<file path="config.mk">
export PLATFORM = sky130hd
export DESIGN_NAME = ps2_key_decoder
export DESIGN_NICKNAME = d
export VERILOG_FILES = /design/src/rtl/ps2_pkg.sv /design/src/rtl/ps2_key_decoder_rx.sv /design/src/rtl/ps2_key_decoder.sv
export SDC_FILE = /design/constraint.sdc
export NUM_CORES = 1
export LEC_CHECK = 0
export ABC_AREA = 1
export BUFFER_PORTS_ARGS = -buffer_cell sky130_fd_sc_hd__buf_2
export CAP_MARGIN = 20
export CORE_MARGIN = 2
export CORE_UTILIZATION = 40
export DETAILED_ROUTE_END_ITERATION = 8
export SETUP_SLACK_MARGIN = 0.3
export SYNTH_ARGS = -nofsm -noshare
export SYNTH_HDL_FRONTEND = slang
export SYNTH_SLANG_ARGS = --single-unit
</file>
<file path="constraint.sdc">
create_clock -name clk -period 1.6 [get_ports clk]
set_clock_uncertainty 0.1 [all_clocks]
set_input_delay 0.08 -clock clk [delete_from_list [all_inputs] [get_ports clk]]
set_output_delay 0.08 -clock clk [all_outputs]
set_load 0.05 [all_outputs]
</file>
<file path="src/rtl/ps2_pkg.sv">
// PS/2 keyboard front-end shared definitions.
// Scan-code prefixes and the frame receiver state encoding.
package ps2_pkg;

   localparam logic [7:0] PS2_BREAK = 8'hF0;
   localparam logic [7:0] PS2_EXT   = 8'hE0;

   typedef enum logic [1:0] {
      ST_IDLE,
      ST_DATA,
      ST_PARITY,
      ST_STOP
   } frame_state_t;

endpackage

</file>
<file path="src/rtl/ps2_key_decoder_rx.sv">
// PS/2 device-to-host frame receiver.
// Synchronises and filters the pins, then deserialises 11-bit frames.
module ps2_frame_rx
   import ps2_pkg::*;
#(
   parameter int FILTER_CYCLES  = 8,
   parameter int TIMEOUT_CYCLES = 200000
) (
   input  logic       clk,
   input  logic       rst_n,
   input  logic       ps2_clk,
   input  logic       ps2_data,
   output logic [7:0] rx_byte,
   output logic       rx_valid,
   output logic       rx_err
);

   localparam int FW = $clog2(FILTER_CYCLES + 1);
   localparam int TW = $clog2(TIMEOUT_CYCLES + 1);

   logic          clk_s1, clk_s2;
   logic          dat_s1, dat_s2;
   logic [FW-1:0] flt_cnt;
   logic          clk_flt;
   logic          fall;

   frame_state_t  state, state_n;
   logic [2:0]    bit_cnt, bit_n;
   logic [7:0]    sh, sh_n;
   logic          par, par_n;
   logic [TW-1:0] tmo_cnt, tmo_n;
   logic          valid_n, err_n;

   // Two-stage synchronisers; idle bus level is high.
   always_ff @(posedge clk) begin
      if (!rst_n) begin
         clk_s1 <= 1'b1;
         clk_s2 <= 1'b1;
         dat_s1 <= 1'b1;
         dat_s2 <= 1'b1;
      end else begin
         clk_s1 <= ps2_clk;
         clk_s2 <= clk_s1;
         dat_s1 <= ps2_data;
         dat_s2 <= dat_s1;
      end
   end

   // Glitch filter: level follows only a run of equal samples.
   always_ff @(posedge clk) begin
      if (!rst_n) begin
         flt_cnt <= '0;
         clk_flt <= 1'b1;
         fall    <= 1'b0;
      end else begin
         fall <= 1'b0;
         if (clk_s2 == clk_flt) begin
            flt_cnt <= '0;
         end else if (flt_cnt == FW'(FILTER_CYCLES - 1)) begin
            flt_cnt <= '0;
            clk_flt <= clk_s2;
            fall    <= clk_flt;
         end else begin
            flt_cnt <= flt_cnt + FW'(1);
         end
      end
   end

   // Frame state register and registered strobes.
   always_ff @(posedge clk) begin
      if (!rst_n) begin
         state    <= ST_IDLE;
         bit_cnt  <= '0;
         sh       <= '0;
         par      <= 1'b0;
         tmo_cnt  <= '0;
         rx_valid <= 1'b0;
         rx_err   <= 1'b0;
      end else begin
         state    <= state_n;
         bit_cnt  <= bit_n;
         sh       <= sh_n;
         par      <= par_n;
         tmo_cnt  <= tmo_n;
         rx_valid <= valid_n;
         rx_err   <= err_n;
      end
   end

   // Next-state: bit capture on fall, abort on idle timeout.
   always_comb begin
      state_n = state;
      bit_n   = bit_cnt;
      sh_n    = sh;
      par_n   = par;
      tmo_n   = tmo_cnt;
      valid_n = 1'b0;
      err_n   = 1'b0;
      if (fall) begin
         tmo_n = '0;
         unique case (state)
            ST_IDLE: begin
               if (!dat_s2) begin
                  state_n = ST_DATA;
                  bit_n   = '0;
               end
            end
            ST_DATA: begin
               sh_n  = {dat_s2, sh[7:1]};
               bit_n = bit_cnt + 3'd1;
               if (bit_cnt == 3'd7) state_n = ST_PARITY;
            end
            ST_PARITY: begin
               par_n   = dat_s2;
               state_n = ST_STOP;
            end
            ST_STOP: begin
               state_n = ST_IDLE;
               if (dat_s2 && (^{sh, par})) valid_n = 1'b1;
               else                        err_n   = 1'b1;
            end
            default: state_n = ST_IDLE;
         endcase
      end else if (state != ST_IDLE) begin
         if (tmo_cnt == TW'(TIMEOUT_CYCLES - 1)) begin
            state_n = ST_IDLE;
            err_n   = 1'b1;
            tmo_n   = '0;
         end else begin
            tmo_n = tmo_cnt + TW'(1);
         end
      end else begin
         tmo_n = '0;
      end
   end

   assign rx_byte = sh;

endmodule

</file>
<file path="src/rtl/ps2_key_decoder.sv">
// PS/2 Set-2 key decoder feeding the melody core.
// Tracks E0/F0 prefixes and holds the most recently pressed key.
module ps2_key_decoder
   import ps2_pkg::*;
#(
   parameter int FILTER_CYCLES  = 8,
   parameter int TIMEOUT_CYCLES = 200000
) (
   input  logic       clk,
   input  logic       rst_n,
   input  logic       ps2_clk,
   input  logic       ps2_data,
   output logic [7:0] ps2_key_code,
   output logic       ps2_key_ready,
   output logic       ps2_key_ext,
   output logic       frame_error
);

   logic [7:0] rx_byte;
   logic       rx_valid;
   logic       rx_err;
   logic       brk, ext;
   logic       is_ext, is_brk, is_make, is_rel;

   ps2_frame_rx #(
      .FILTER_CYCLES (FILTER_CYCLES),
      .TIMEOUT_CYCLES(TIMEOUT_CYCLES)
   ) u_rx (
      .clk     (clk),
      .rst_n   (rst_n),
      .ps2_clk (ps2_clk),
      .ps2_data(ps2_data),
      .rx_byte (rx_byte),
      .rx_valid(rx_valid),
      .rx_err  (rx_err)
   );

   assign frame_error = rx_err;

   // Mutually exclusive byte classes.
   always_comb begin
      is_ext  = (rx_byte == PS2_EXT);
      is_brk  = (rx_byte == PS2_BREAK);
      is_make = !is_ext && !is_brk && !brk;
      is_rel  = !is_ext && !is_brk && brk;
   end

   // Prefix flags and held-key registers.
   always_ff @(posedge clk) begin
      if (!rst_n) begin
         brk           <= 1'b0;
         ext           <= 1'b0;
         ps2_key_code  <= 8'h00;
         ps2_key_ready <= 1'b0;
         ps2_key_ext   <= 1'b0;
      end else if (rx_valid) begin
         unique case (1'b1)
            is_ext: ext <= 1'b1;
            is_brk: brk <= 1'b1;
            is_make: begin
               ps2_key_code  <= rx_byte;
               ps2_key_ext   <= ext;
               ps2_key_ready <= 1'b1;
               brk           <= 1'b0;
               ext           <= 1'b0;
            end
            is_rel: begin
               if (rx_byte == ps2_key_code && ext == ps2_key_ext)
                  ps2_key_ready <= 1'b0;
               brk <= 1'b0;
               ext <= 1'b0;
            end
            default: ;
         endcase
      end
   end

endmodule

</file>
==> summary.txt <==
Placement
  – Post-DP Area: 2920 um^2
  – Quantity of I/O buffers inserted on ports: 14
  – Final GP Congestion: 0.813
  – Setup slack after placement: around 0.035 ns
  – Estimated wirelength of the detail-placed design: 3800 um

Floorplan
  – Number of ports placed on the die boundary: 15
  – Die width: approximately 85 um
  – Area of the core: 6390 um^2
  – Number of placement rows: 29
  – Floorplan die area: 7300 um^2
  – Die extent in y: 85.4 um
  – Starting density of the core: about two fifths

Cells and area
  – FILL cells: 563
  – Area of all placed cells without fillers: 3630 um^2
  – Fraction of the core area covered by cells at the end of the flow: 56.8%
  – Layout cell share with drive strength beyond 1: 42.4%
  – Antenna fix cells: 0
  – Layout-stage area growth over the synthesis result: 36.7%
  – Layout Nets: 433

Route
  – Total routed wirelength: roughly 6200 um
  – Initial DRC Count: 99
  – Average routed wire per standard cell: 12.4 um
  – Remaining routing DRC violations: 0
  – Number of nets with antenna violations after detailed routing: 0
  – Overall via count from detail_route: 2463
  – 1st-pass router iterations: 4
  – Vias per Instance: 4.94

Clock tree
  – Clock sink total: 56
  – Clock latency at the later pin of the worst-skew pair: just over 0.3 ns
  – Post-CTS clock slew at the launch and capture registers of the worst setup and hold paths: 0.10 ns
  – Max clock buf depth: 2
  – H-tree level count: 2
  – CTS buffer count: 5
  – Clock tree root driver cell: sky130_fd_sc_hd__clkbuf_8
  – CTS tree: yes

Power and ir drop
  – Worst voltage drop across the vdd grid: 309 uV
  – Power dissipated by switching net loads: 0.502 mW
  – Flop pwr share: between 60% and 70%
  – Switching fraction of total power: a little under a quarter
  – Internal cell power: 1.72 mW
  – Pwr per Cell Area: 613 nW/um^2
  – Leakage: between 1.5 and 2 nW
  – Clock network power share: 35.4%
  – Gate power share: 2.0%

Outcome
  – Outcome: finished clean

Worst hold path
  – Hold/Removal Path Class: input pin to flop

Synthesis
  – Number of enable flip-flop cells after synthesis: 0
  – Top_reg_cell synth: sky130_fd_sc_hd__dfxtp_1
  – Total of flip-flops plus latches after synthesis: 56
  – Netlist cell types: 29
  – Synth warn: 0
  – Post-synth net total: 380
  – Cell area after synthesis: 2650 um^2
  – Proportion of synthesized flip-flops having asynchronous set or reset: 0%
  – Register area share after synthesis: 42.3%
  – Synth Instances: 368
  – Post-Synthesis Mean Instance Area: 7.21 um^2

Critical path
  – Stage delay of the slowest cell on the critical path: about 0.38 ns
  – Most frequent CP cell: sky130_fd_sc_hd__inv_2
  – Required time at the endpoint of the critical path: 1.71 ns
  – Library cell contributing the largest single delay on the critical path: sky130_fd_sc_hd__dfxtp_4
  – Data arrival at the endpoint of the critical path: 1.59 ns
  – Worst setup path category: flop to flop
  – Critical Path Fanout Max: 5
  – Kind of capture point of the worst setup path: flop
  – List of cells traversed by the critical path: ha_4 -> nand3_4 -> nor3_4 -> inv_2 -> o21ai_4 -> inv_2 -> nand3b_1 -> inv_1
  – Kind of start point of the critical path: flop

Global routing
  – Wire length of the first global-routing pass: 9860 um
  – Global route overflow: 0
  – Overall track demand over capacity in global routing: 16.6%
  – Number of antenna violations at the first check in global routing: 0
  – Via count of the first global-routing pass: 2324
  – Largest net degree at the start of global routing: 23

Timing
  – Worst-margin pin slew: 0.468 ns
  – Time the final worst path needs with I/O delays and setup: 1.47 ns
  – Total negative slack for setup checks: 0 ns
  – Setup WS post-layout: 0.126 ns
  – Fmax: between 600 and 700 MHz
  – Rel. slew slack: about 69%
  – Setup repair after global routing missed its margin: yes
  – Max-slew violation count: 0
  – Final cycle utilization of the critical path: 92.1%
  – Final setup vio count: 0
  – Final number of hold-violating endpoints: 0

Flow run
  – # Max-Cap Violations: 0
[cell usage after synthesis, drive strengths merged, types with 2 or more instances]
master	count	area (um^2)
dfxtp	56	1120
nand3b	4	30.0
nor3	7	45.0
o21ai	27	150
nand2	81	304
nor2	56	228
buf	2	22.5
nand3	18	100
nor3b	2	15.0
a21oi	31	155
ha	8	100
or2	9	56.3
clkbuf	4	15.0
inv	45	169
xnor2	4	35.0
xor2	6	52.6
nand4	5	31.3
[worst max-delay path: cells and delay by family (launching register included)]
family | cells | cell delay, ns
AND/OR/NAND/NOR | 3 | 0.34
adder cells (fa/ha/maj) | 1 | 0.15
flip-flops | 1 | 0.38
buffers and inverters | 3 | 0.20
AO/OA/AOI/OAI | 1 | 0.21
[registers in the layout, indices dropped and copies added, names as in the netlist, 2 cells and up]
signal	cells
ps2_key_code	8
u_rx.bit_cnt	3
u_rx.flt_cnt	4
u_rx.rx_byte	8
u_rx.state	2
u_rx.tmo_cnt	18
[area by class of cell]
cell class                      count  area, um^2  share of cell area (%)
Clock buffer                        6        72.6                    2.00
Clock inverter                      2        15.0                   0.414
Inverter                           45         171                    4.73
Multi-Input combinational cell    264        1690                    46.7
Sequential cell                    56        1180                    32.4
Tap cell                           77        96.3                    2.66
Timing Repair Buffer               49         402                    11.1
[cells by family (layout without fill, tap and decap cells)]
logic type | after synthesis | count (layout) | share of synthesized area [%]
XOR/XNOR | 10 | 10 | 3.30
adder cells (fa/ha/maj) | 8 | 8 | 3.77
flip-flops | 56 | 56 | 42.3
buffers and inverters | 51 | 102 | 7.78
AND/OR/NAND/NOR | 184 | 187 | 31.1
AO/OA/AOI/OAI | 59 | 59 | 11.8
[power by group through the flow]
stage / Combinational (mW) / Clock [mW] / Sequential [mW]
2_1_floorplan: 0.0192 / 0 / 1.43
3_3_place_gp: 0.0328 / 0 / 1.43
3_5_place_dp: 0.0330 / 0 / 1.43
4_1_cts: 0.0397 / 0.811 / 1.40
5_1_grt: 0.0476 / 0.875 / 1.39
6_report: 0.0436 / 0.786 / 1.39
[final timing paths]
path                           end  cells past startpoint  slack (ns)       startpoint
hold reg to reg        u_rx.dat_s2                      1        0.31      u_rx.dat_s1
setup reg to reg  u_rx.tmo_cnt[16]                      8        0.13  u_rx.tmo_cnt[0]
hold / removal        u_rx.clk_flt                      3        0.13            rst_n
setup / recovery  u_rx.tmo_cnt[16]                      8        0.13  u_rx.tmo_cnt[0]
[placed cells by master (no fill, tap or decap), types with 6 or more instances in the layout]
cell / netlist / routed
sky130_fd_sc_hd__nor2_2: 1 / 9
sky130_fd_sc_hd__or2_2: 8 / 6
sky130_fd_sc_hd__nand2_1: 81 / 63
sky130_fd_sc_hd__inv_1: 44 / 33
sky130_fd_sc_hd__nand2_2: 0 / 15
sky130_fd_sc_hd__o21ai_0: 24 / 8
sky130_fd_sc_hd__dfxtp_1: 56 / 22
sky130_fd_sc_hd__xor2_1: 6 / 6
sky130_fd_sc_hd__nor2_1: 53 / 39
sky130_fd_sc_hd__buf_6: 2 / 7
sky130_fd_sc_hd__o21ai_1: 1 / 10
sky130_fd_sc_hd__o21ai_2: 1 / 7
sky130_fd_sc_hd__inv_2: 1 / 11
sky130_fd_sc_hd__nand3_1: 16 / 12
sky130_fd_sc_hd__buf_2: 0 / 14
sky130_fd_sc_hd__buf_4: 0 / 23
sky130_fd_sc_hd__a21oi_1: 31 / 26
sky130_fd_sc_hd__nor2_4: 2 / 11
sky130_fd_sc_hd__dfxtp_2: 0 / 29
[per-stage QoR]
step                      power, mW  hold WS (ns)  instances
final                          2.22         0.126        499
after global routing           2.32         0.130        499
after CTS                      2.25         0.102        491
after detailed placement       1.46         0.170        462
after global placement         1.46         0.165        462
after floorplan                1.45        0.0866        368
[timing repair]
item / 4_1_cts / 5_1_grt
pin swaps: 23 / 26
hold buffers: 2 / 0
buffers inserted: 16 / 7
gates cloned: 3 / 1
resized for setup: 49 / 83
endpoints found under the hold margin: 2 / 0
endpoints found under the setup margin: 37 / 48
[routing by layer]
| layer | track usage, % | vias up | share of wire, % |
|---|---|---|---|
| met1 | 19.3 | 1121 | 45 |
| li1 | - | 1286 | - |
| met4 | 6.64 | 0 | 3.1 |
| met2 | 29.5 | 40 | 49 |
| met3 | 3.79 | 16 | 2.7 |
| met5 | 0 | - | 0 |
(Power assumes the default switching activity.)
